## config.mk

```make
export PLATFORM = sky130hd
export DESIGN_NAME = mem_port_arbiter
export DESIGN_NICKNAME = d
export VERILOG_FILES = /design/src/rtl/mem_arb_pkg.sv /design/src/rtl/rr_arbiter2.sv /design/src/rtl/mem_port_arbiter.sv
export SDC_FILE = /design/constraint.sdc
export NUM_CORES = 1
export LEC_CHECK = 0
export ABC_AREA = 1
export CAP_MARGIN = 10
export CORE_ASPECT_RATIO = 0.9
export CORE_MARGIN = 2
export CORE_UTILIZATION = 37
export DETAILED_ROUTE_END_ITERATION = 10
export GPL_ROUTABILITY_DRIVEN = 0
export GPL_TIMING_DRIVEN = 0
export PLACE_DENSITY = 0.77
export SYNTH_ARGS = -nofsm -noshare
export SYNTH_HDL_FRONTEND = slang
export SYNTH_SLANG_ARGS = --single-unit
export TNS_END_PERCENT = 30
```

## constraint.sdc

```tcl
create_clock -name clk -period 1.3 [get_ports clk]
set_clock_uncertainty 0.1 [all_clocks]
set_input_delay 0.325 -clock clk [delete_from_list [all_inputs] [get_ports clk]]
set_output_delay 0.325 -clock clk [all_outputs]
set_load 0.02 [all_outputs]
```

## src/rtl/mem_arb_pkg.sv

```systemverilog
// Shared types and constants for the instruction/data RAM port arbiter.
package mem_arb_pkg;

  typedef enum logic [1:0] {
    IDLE   = 2'd0,
    ACCESS = 2'd1,
    WAIT   = 2'd2,
    ACK    = 2'd3
  } state_t;

  typedef enum logic {
    GRANT_INST = 1'b0,
    GRANT_DATA = 1'b1
  } grant_t;

  localparam logic [3:0] BYTE_EN_ALL = 4'hF;

endpackage

```

## src/rtl/rr_arbiter2.sv

```systemverilog
// Two-requester round-robin arbiter; bit 0 is the fetch port, bit 1 the data port.
module rr_arbiter2
  import mem_arb_pkg::*;
(
  input  logic       clk,
  input  logic       reset,
  input  logic [1:0] req,
  input  logic       advance,
  output logic [1:0] grant
);

  grant_t r_last_grant;

  // On a tie the port that did not win last time is chosen
  always_comb begin
    case (req)
      2'b01:   grant = 2'b01;
      2'b10:   grant = 2'b10;
      2'b11:   grant = (r_last_grant == GRANT_INST) ? 2'b10 : 2'b01;
      default: grant = 2'b00;
    endcase
  end

  always_ff @(posedge clk) begin
    if (reset) begin
      r_last_grant <= GRANT_INST;
    end else if (advance && (grant != 2'b00)) begin
      r_last_grant <= grant[1] ? GRANT_DATA : GRANT_INST;
    end else begin
      r_last_grant <= r_last_grant;
    end
  end

endmodule

```

## src/rtl/mem_port_arbiter.sv

```systemverilog
// Shares one single-port synchronous RAM between the core's fetch and data ports,
// one access in flight at a time, round-robin on contention.
module mem_port_arbiter
  import mem_arb_pkg::*;
#(
  parameter int ADDR_WIDTH   = 14,
  parameter int READ_LATENCY = 1
) (
  input  logic                  clk,
  input  logic                  reset,
  input  logic [31:0]           inst_addr,
  input  logic                  inst_req,
  output logic                  inst_ack,
  output logic [31:0]           inst_q,
  input  logic [31:0]           data_addr,
  input  logic [31:0]           data_data,
  input  logic [3:0]            data_mask,
  input  logic                  data_wren,
  input  logic                  data_req,
  output logic                  data_ack,
  output logic [31:0]           data_q,
  output logic [ADDR_WIDTH-1:0] mem_addr,
  output logic [31:0]           mem_data,
  output logic [3:0]            mem_byteena,
  output logic                  mem_wren,
  output logic                  mem_rden,
  input  logic [31:0]           mem_q
);

  state_t                r_state;
  grant_t                r_gnt;
  logic                  r_is_write;
  logic [1:0]            r_cnt;
  logic                  r_inst_ack;
  logic                  r_data_ack;
  logic                  r_mem_wren;
  logic                  r_mem_rden;
  logic [ADDR_WIDTH-1:0] r_mem_addr;
  logic [31:0]           r_mem_data;
  logic [3:0]            r_mem_byteena;
  logic [31:0]           r_inst_q;
  logic [31:0]           r_data_q;

  logic [1:0]            w_grant;
  logic                  w_advance;
  logic                  w_fwd_inst;
  logic                  w_fwd_data;
  logic                  w_unused;

  assign w_advance = (r_state == IDLE);
  assign w_unused  = ^{inst_addr[31:ADDR_WIDTH+2], inst_addr[1:0],
                       data_addr[31:ADDR_WIDTH+2], data_addr[1:0]};

  rr_arbiter2 u_rr (
    .clk     (clk),
    .reset   (reset),
    .req     ({data_req, inst_req}),
    .advance (w_advance),
    .grant   (w_grant)
  );

  always_ff @(posedge clk) begin
    if (reset) begin
      r_state       <= IDLE;
      r_gnt         <= GRANT_INST;
      r_is_write    <= 1'b0;
      r_cnt         <= 2'd0;
      r_inst_ack    <= 1'b0;
      r_data_ack    <= 1'b0;
      r_mem_wren    <= 1'b0;
      r_mem_rden    <= 1'b0;
      r_mem_addr    <= '0;
      r_mem_data    <= 32'd0;
      r_mem_byteena <= 4'd0;
      r_inst_q      <= 32'd0;
      r_data_q      <= 32'd0;
    end else begin
      case (r_state)
        IDLE: begin
          r_inst_ack <= 1'b0;
          r_data_ack <= 1'b0;
          if (w_grant[1]) begin
            r_gnt         <= GRANT_DATA;
            r_mem_addr    <= data_addr[ADDR_WIDTH+1:2];
            r_mem_data    <= data_data;
            r_mem_byteena <= data_mask;
            r_mem_wren    <= data_wren;
            r_mem_rden    <= ~data_wren;
            r_is_write    <= data_wren;
            r_state       <= ACCESS;
          end else if (w_grant[0]) begin
            r_gnt         <= GRANT_INST;
            r_mem_addr    <= inst_addr[ADDR_WIDTH+1:2];
            r_mem_byteena <= BYTE_EN_ALL;
            r_mem_wren    <= 1'b0;
            r_mem_rden    <= 1'b1;
            r_is_write    <= 1'b0;
            r_state       <= ACCESS;
          end else begin
            r_state <= IDLE;
          end
        end
        ACCESS: begin
          r_mem_wren <= 1'b0;
          r_mem_rden <= 1'b0;
          if (r_is_write || (READ_LATENCY == 1)) begin
            r_inst_ack <= (r_gnt == GRANT_INST);
            r_data_ack <= (r_gnt == GRANT_DATA);
            r_state    <= ACK;
          end else begin
            r_cnt   <= 2'(READ_LATENCY - 1);
            r_state <= WAIT;
          end
        end
        WAIT: begin
          if (r_cnt == 2'd1) begin
            r_inst_ack <= (r_gnt == GRANT_INST);
            r_data_ack <= (r_gnt == GRANT_DATA);
            r_state    <= ACK;
          end else begin
            r_cnt   <= r_cnt - 2'd1;
            r_state <= WAIT;
          end
        end
        ACK: begin
          r_inst_ack <= 1'b0;
          r_data_ack <= 1'b0;
          if (!r_is_write && (r_gnt == GRANT_INST)) begin
            r_inst_q <= mem_q;
          end else if (!r_is_write) begin
            r_data_q <= mem_q;
          end else begin
            r_data_q <= r_data_q;
          end
          r_state <= IDLE;
        end
        default: begin
          r_state <= IDLE;
        end
      endcase
    end
  end

  // RAM data only arrives in the ack cycle, so it is forwarded then; the q
  // registers hold it from the following cycle until the next read ack.
  assign w_fwd_inst = r_inst_ack & ~r_is_write;
  assign w_fwd_data = r_data_ack & ~r_is_write;

  assign inst_ack    = r_inst_ack;
  assign data_ack    = r_data_ack;
  assign inst_q      = w_fwd_inst ? mem_q : r_inst_q;
  assign data_q      = w_fwd_data ? mem_q : r_data_q;
  assign mem_addr    = r_mem_addr;
  assign mem_data    = r_mem_data;
  assign mem_byteena = r_mem_byteena;
  assign mem_wren    = r_mem_wren;
  assign mem_rden    = r_mem_rden;

endmodule

```

After elaboration in Yosys (flattened, before gate mapping)
Index checks and enable logic that the tools add are counted.
{"block": "classes", "mux": 24, "bitwise_logic": 7, "n_reduce_logical": 13, "n_eq_ne": 9, "addsub": 1}
{"op": "$mux 32", "count": 2}
{"op": "$mux 14", "count": 2}
{"op": "$mux 1", "count": 11}
{"op": "$reduce_and 2->1", "count": 5}
{"op": "$eq 2x2->1 const B", "count": 4}
{"op": "$mux 4", "count": 2}
{"op": "$pmux 2 s4", "count": 1}
{"op": "$eq 2x1->1 const B", "count": 3}
{"op": "$pmux 1 s3", "count": 2}
{"op": "$pmux 2 s3", "count": 1}
{"op": "$not 1->1", "count": 5}
{"op": "$pmux 1 s2", "count": 2}
{"op": "$reduce_bool 2->1", "count": 2}
{"op": "$ne 3x3->1 const B", "count": 1}
{"op": "$reduce_and 3->1", "count": 1}
{"op": "$and 1x1->1", "count": 2}
{"op": "$logic_and 1x1->1", "count": 2}
{"op": "$logic_not 2->1", "count": 1}
{"op": "$mux 2", "count": 1}
{"op": "$ne 2x2->1 const B", "count": 1}
{"op": "$reduce_or 2->1", "count": 1}
{"op": "$sub 2x1->2 const B", "count": 1}
{"op": "$logic_not 1->1", "count": 1}
{"block": "totals", "wordCells": 68, "output_inout_bits": 118, "register_bits": 125}

Longest topological paths before layout
{"block": "logic_depth", "word_depth": 5, "ltp_mapped": 8}

Hierarchy
From an unflattened synthesis, not the netlist that was laid out.
{"block": "unflattened", "hier_cells": 780, "hier_area_um2": 5381.4}
{"mod": "mem_port_arbiter", "area_each_um2": 5321.4, "cells_per_inst": 772, "instances": 1, "seq_area_each_um2": 2482.4}
{"mod": "rr_arbiter2", "area_each_um2": 60.1, "cells_per_inst": 8, "instances": 1, "seq_area_each_um2": 20.0}

Worst setup path before layout
Ideal clock, no wire load.
{"block": "synth_path", "path_type": "flip-flop to output port", "from": "reg r_data_ack (netlist: data_ack)", "to": "out data_q[10]", "slack_ns": -0.447, "n_path_buf": 1, "required_ns": 0.875, "arrival_time_ns": 1.322, "stages_incl_launch_ff": 4, "cell_sequence": "dfxtp_1 nand2_1 clkbuf_1 o21ai_0"}
{"block": "synth_via", "elab_chain_len": 2}
{"item": "from (decl)", "line_no": "mem_port_arbiter.sv:35", "rtl": "logic r_data_ack;"}
{"item": "from (signal assigned)", "line_no": "mem_port_arbiter.sv:108", "rtl": "r_data_ack <= (r_gnt == GRANT_DATA);"}
{"item": "from (signal assigned)", "line_no": "mem_port_arbiter.sv:118", "rtl": "r_data_ack <= (r_gnt == GRANT_DATA);"}
{"item": "$and 1x1->1", "line_no": "mem_port_arbiter.sv:147", "rtl": "assign w_fwd_data = r_data_ack & ~r_is_write;"}
{"item": "$mux 32", "line_no": "mem_port_arbiter.sv:152", "rtl": "assign data_q = w_fwd_data ? mem_q : r_data_q;"}
{"item": "to (decl)", "line_no": "mem_port_arbiter.sv:21", "rtl": "output logic [31:0] data_q,"}
Every way passes these cells.

Final worst setup path
{"block": "layout_path", "from": "reg r_is_write", "to": "out data_q[9]"}
{"block": "layout_via", "elab_chain_len": 3}
{"item": "from (decl)", "line_no": "mem_port_arbiter.sv:32", "rtl": "logic r_is_write;"}
{"item": "from (signal assigned)", "line_no": "mem_port_arbiter.sv:89", "rtl": "r_is_write <= data_wren;"}
{"item": "$not 1->1 (no source line)"}
{"item": "$and 1x1->1", "line_no": "mem_port_arbiter.sv:147"}
{"item": "$mux 32", "line_no": "mem_port_arbiter.sv:152"}
Every way passes these cells.

==> impl_metrics.json <==
{
  "antenna_found_initial": 0,
  "coreArea_um2": 13900,
  "synth.most_common_cell": "o21ai_0",
  "dp_cells": 1110,
  "drt_wl_total_um": 19350,
  "switching_share_pct": 36.66,
  "grt-ovfl-total": 0,
  "ys_dominant_reg_cell": "dfxtp_1",
  "avgSynthCellArea_um2": 7.436,
  "cellInternalPower_mw": 11.44,
  "status": "complete, but fails checks",
  "synth_common_cells": "143 x o21ai_0, 124 x dfxtp_1, 104 x nand2_1",
  "die-width_um": 129.0,
  "violations": "negative setup slack",
  "synthTopCellsByArea": "dfxtp_1 48%, o21ai_0 14%, a21oi_1 8.2%, nand2_1 7.5%, nor2_1 6.3%",
  "syn_nets": 843,
  "finalSetupViolCount": 188,
  "place_ws_ps": -865.8,
  "r2r_cells": 5,
  "seq_power_share_pct": 28.3,
  "crit_fanout": 7,
  "drv_slew": 0,
  "area_growth_pct": 92.88,
  "cts_made_buffers": 17,
  "final_antenna_net_count": 0,
  "p_total_mw": 18.06,
  "period_share_pct": 147.3,
  "drtPass1Iterations": 5,
  "hold_class": "input port to register",
  "die_h_um": 116.5,
  "grt_max_degree": 17,
  "timing.fmax_ghz": 0.5221,
  "synth-seq-cells": 124,
  "tns_ps": -54740,
  "p_sw_mw": 6.620,
  "period_minus_slack_ps": 1915,
  "synthArstFlopShare_pct": 0,
  "syn_inst": 700,
  "p_per_area_nw_per_um2": 1799,
  "cap_violations": 0,
  "drt_iter0_drc": 406,
  "max-slew-margin-rel_pct": 60.19,
  "combPwrFrac_pct": 46.6,
  "cp-start-kind": "register",
  "ios": 255,
  "cts_tree": "done",
  "tightest_slew_ps": 597.2,
  "clk_pin_slew_ps": 60,
  "root_buffer": "clkbuf_16",
  "cp.required_ps": 880,
  "cts.sinks": 124,
  "rows": 41,
  "ys_seq_area_share_pct": 47.69,
  "rsz0062_at_grt": "yes",
  "dr_total_vias": 5883,
  "drcViolationCount": 0,
  "htreeDepth": 4,
  "synth_cell_type_count": 23,
  "die-area_um2": 15030,
  "clk_latency_ps": 410,
  "vdd_drop_max_mv": 1.079,
  "grt_pass1_wl_um": 28770,
  "cts_hold_buf": 0,
  "crit_arrival_ps": 1490,
  "synth_top_cell_area_share_pct": 47.69,
  "grt_pass1_vias": 5749,
  "dpl.hpwl_um": 11930,
  "nets": 1101,
  "grtUsageTotal_pct": 24.38,
  "p_clk_share_pct": 25.2,
  "drive_gt1_share_pct": 43.61,
  "stdcell_count": 1163,
  "leakage_nw": 4.183,
  "port_buffers": 217,
  "criticalPathCategory": "register to output port",
  "netlist_area_um2": 5205,
  "synth_edf_count": 0,
  "setup_ws_ps": -615.2,
  "hold_depth": 2,
  "ys_warn_count": 0,
  "cp-end-kind": "output port",
  "synth_top_cell_by_area": "dfxtp_1",
  "finalHoldViolCount": 0,
  "initial_utilization_pct": 37.44,
  "ctsLongestPathBuffers": 2,
  "wl_per_cell_um": 16.64,
  "n_antenna_cell": 0,
  "vias_per_cell": 5.058
}
[flip-flops by register name (all words and copies together), names as in the netlist, 2 cells and up]
name and cells:
mem_data 32, r_inst_q 32, r_state 2, r_cnt 2, r_data_q 32, mem_byteena 4
mem_addr 14
[cells in the final DEF (no fill, tap or decap), types with 4 or more instances in the layout]
cell type | synthesis | layout
inv_1 | 40 | 37
buf_12 | 2 | 6
nand2_1 | 104 | 48
buf_6 | 6 | 118
nor2_1 | 87 | 69
dfxtp_4 | 0 | 4
dfxtp_2 | 0 | 54
nor3_1 | 4 | 4
o21ai_0 | 143 | 73
nor2_2 | 1 | 20
nand2_4 | 1 | 21
clkdlybuf4s50_1 | 0 | 97
nand2_2 | 2 | 40
dfxtp_1 | 124 | 66
nor2_4 | 4 | 4
clkbuf_8 | 0 | 8
nand3_1 | 5 | 5
a21oi_1 | 85 | 84
buf_2 | 20 | 6
ha_1 | 6 | 4
o21ai_1 | 40 | 45
clkbuf_1 | 15 | 11
clkbuf_16 | 0 | 31
buf_4 | 0 | 24
o21ai_4 | 0 | 64
[repair_timing]
action,4_1_cts,5_1_grt
setup endpoints to repair,237,239
buffers inserted,4,2
pin swaps,3,5
resized for setup,692,210
cloned,8,8
[routing by layer]
layer	up-vias	global-route usage (%)	routed length (um)
li1	2844	-	-
met1	2756	29.00	7926
met2	248	41.69	9482
met3	35	6.871	1430
met4	0	10.07	513
met5	-	0	0
[logic make-up (layout without fill, tap and decap cells)]
family	after synthesis	in the layout	synth area share, %
simple gates	208	213	16.08
xor+xnor	1	1	0.1683
buf+inv	93	358	8.846
flops	124	124	47.69
fa+ha+maj	6	6	1.442
compound gates	268	268	25.77
[layout make-up]
cell class                 instances  area, um^2
clock inverter                     6       60.06
inverter                          44       185.2
timing repair buffer             234        2577
buffer                            49       545.5
tap                              193       241.5
sequential                       124        2565
multi-input combinational        488        3359
fill                            1014        3862
clock buffer                      25       505.5
[worst paths after layout]
kind	start	to	slack, ps
worst max register to register	r_state[0]	r_inst_q[21]	-450
worst min-delay path	reset	mem_wren	90
worst max-delay path	r_is_write	data_q[9]	-620
worst min register to register	r_cnt[1]	r_cnt[1]	370
[stage by stage]
stage	hold WS, ps	instance area [um^2]	utilization, %
after CTS	73.56	9514	68.44
after floorplan	332.7	6113	-
after global routing	86.30	10040	72.22
final	91.90	10040	72.22
after detailed placement	363.5	8527	61.34
after global placement	346.7	8527	61.34
[power by group through the flow]
stage	clock network, mW	logic, mW	registers [mW]
2_1_floorplan	0	3.78	5.32
3_3_place_gp	0	6.90	4.84
3_5_place_dp	0	6.95	4.86
4_1_cts	4.54	7.70	4.97
5_1_grt	4.74	8.93	5.17
6_report	4.54	8.41	5.10
[worst max-delay path, cell delays in order, from the launching register on]
cell and delay (ps):
dfxtp_4 380, clkinv_8 110, nand2_8 140, clkbuf_16 180, nand2_2 70, o21ai_4 60, buf_6 130
No activity file was read; power rests on OpenSTA's default activity.
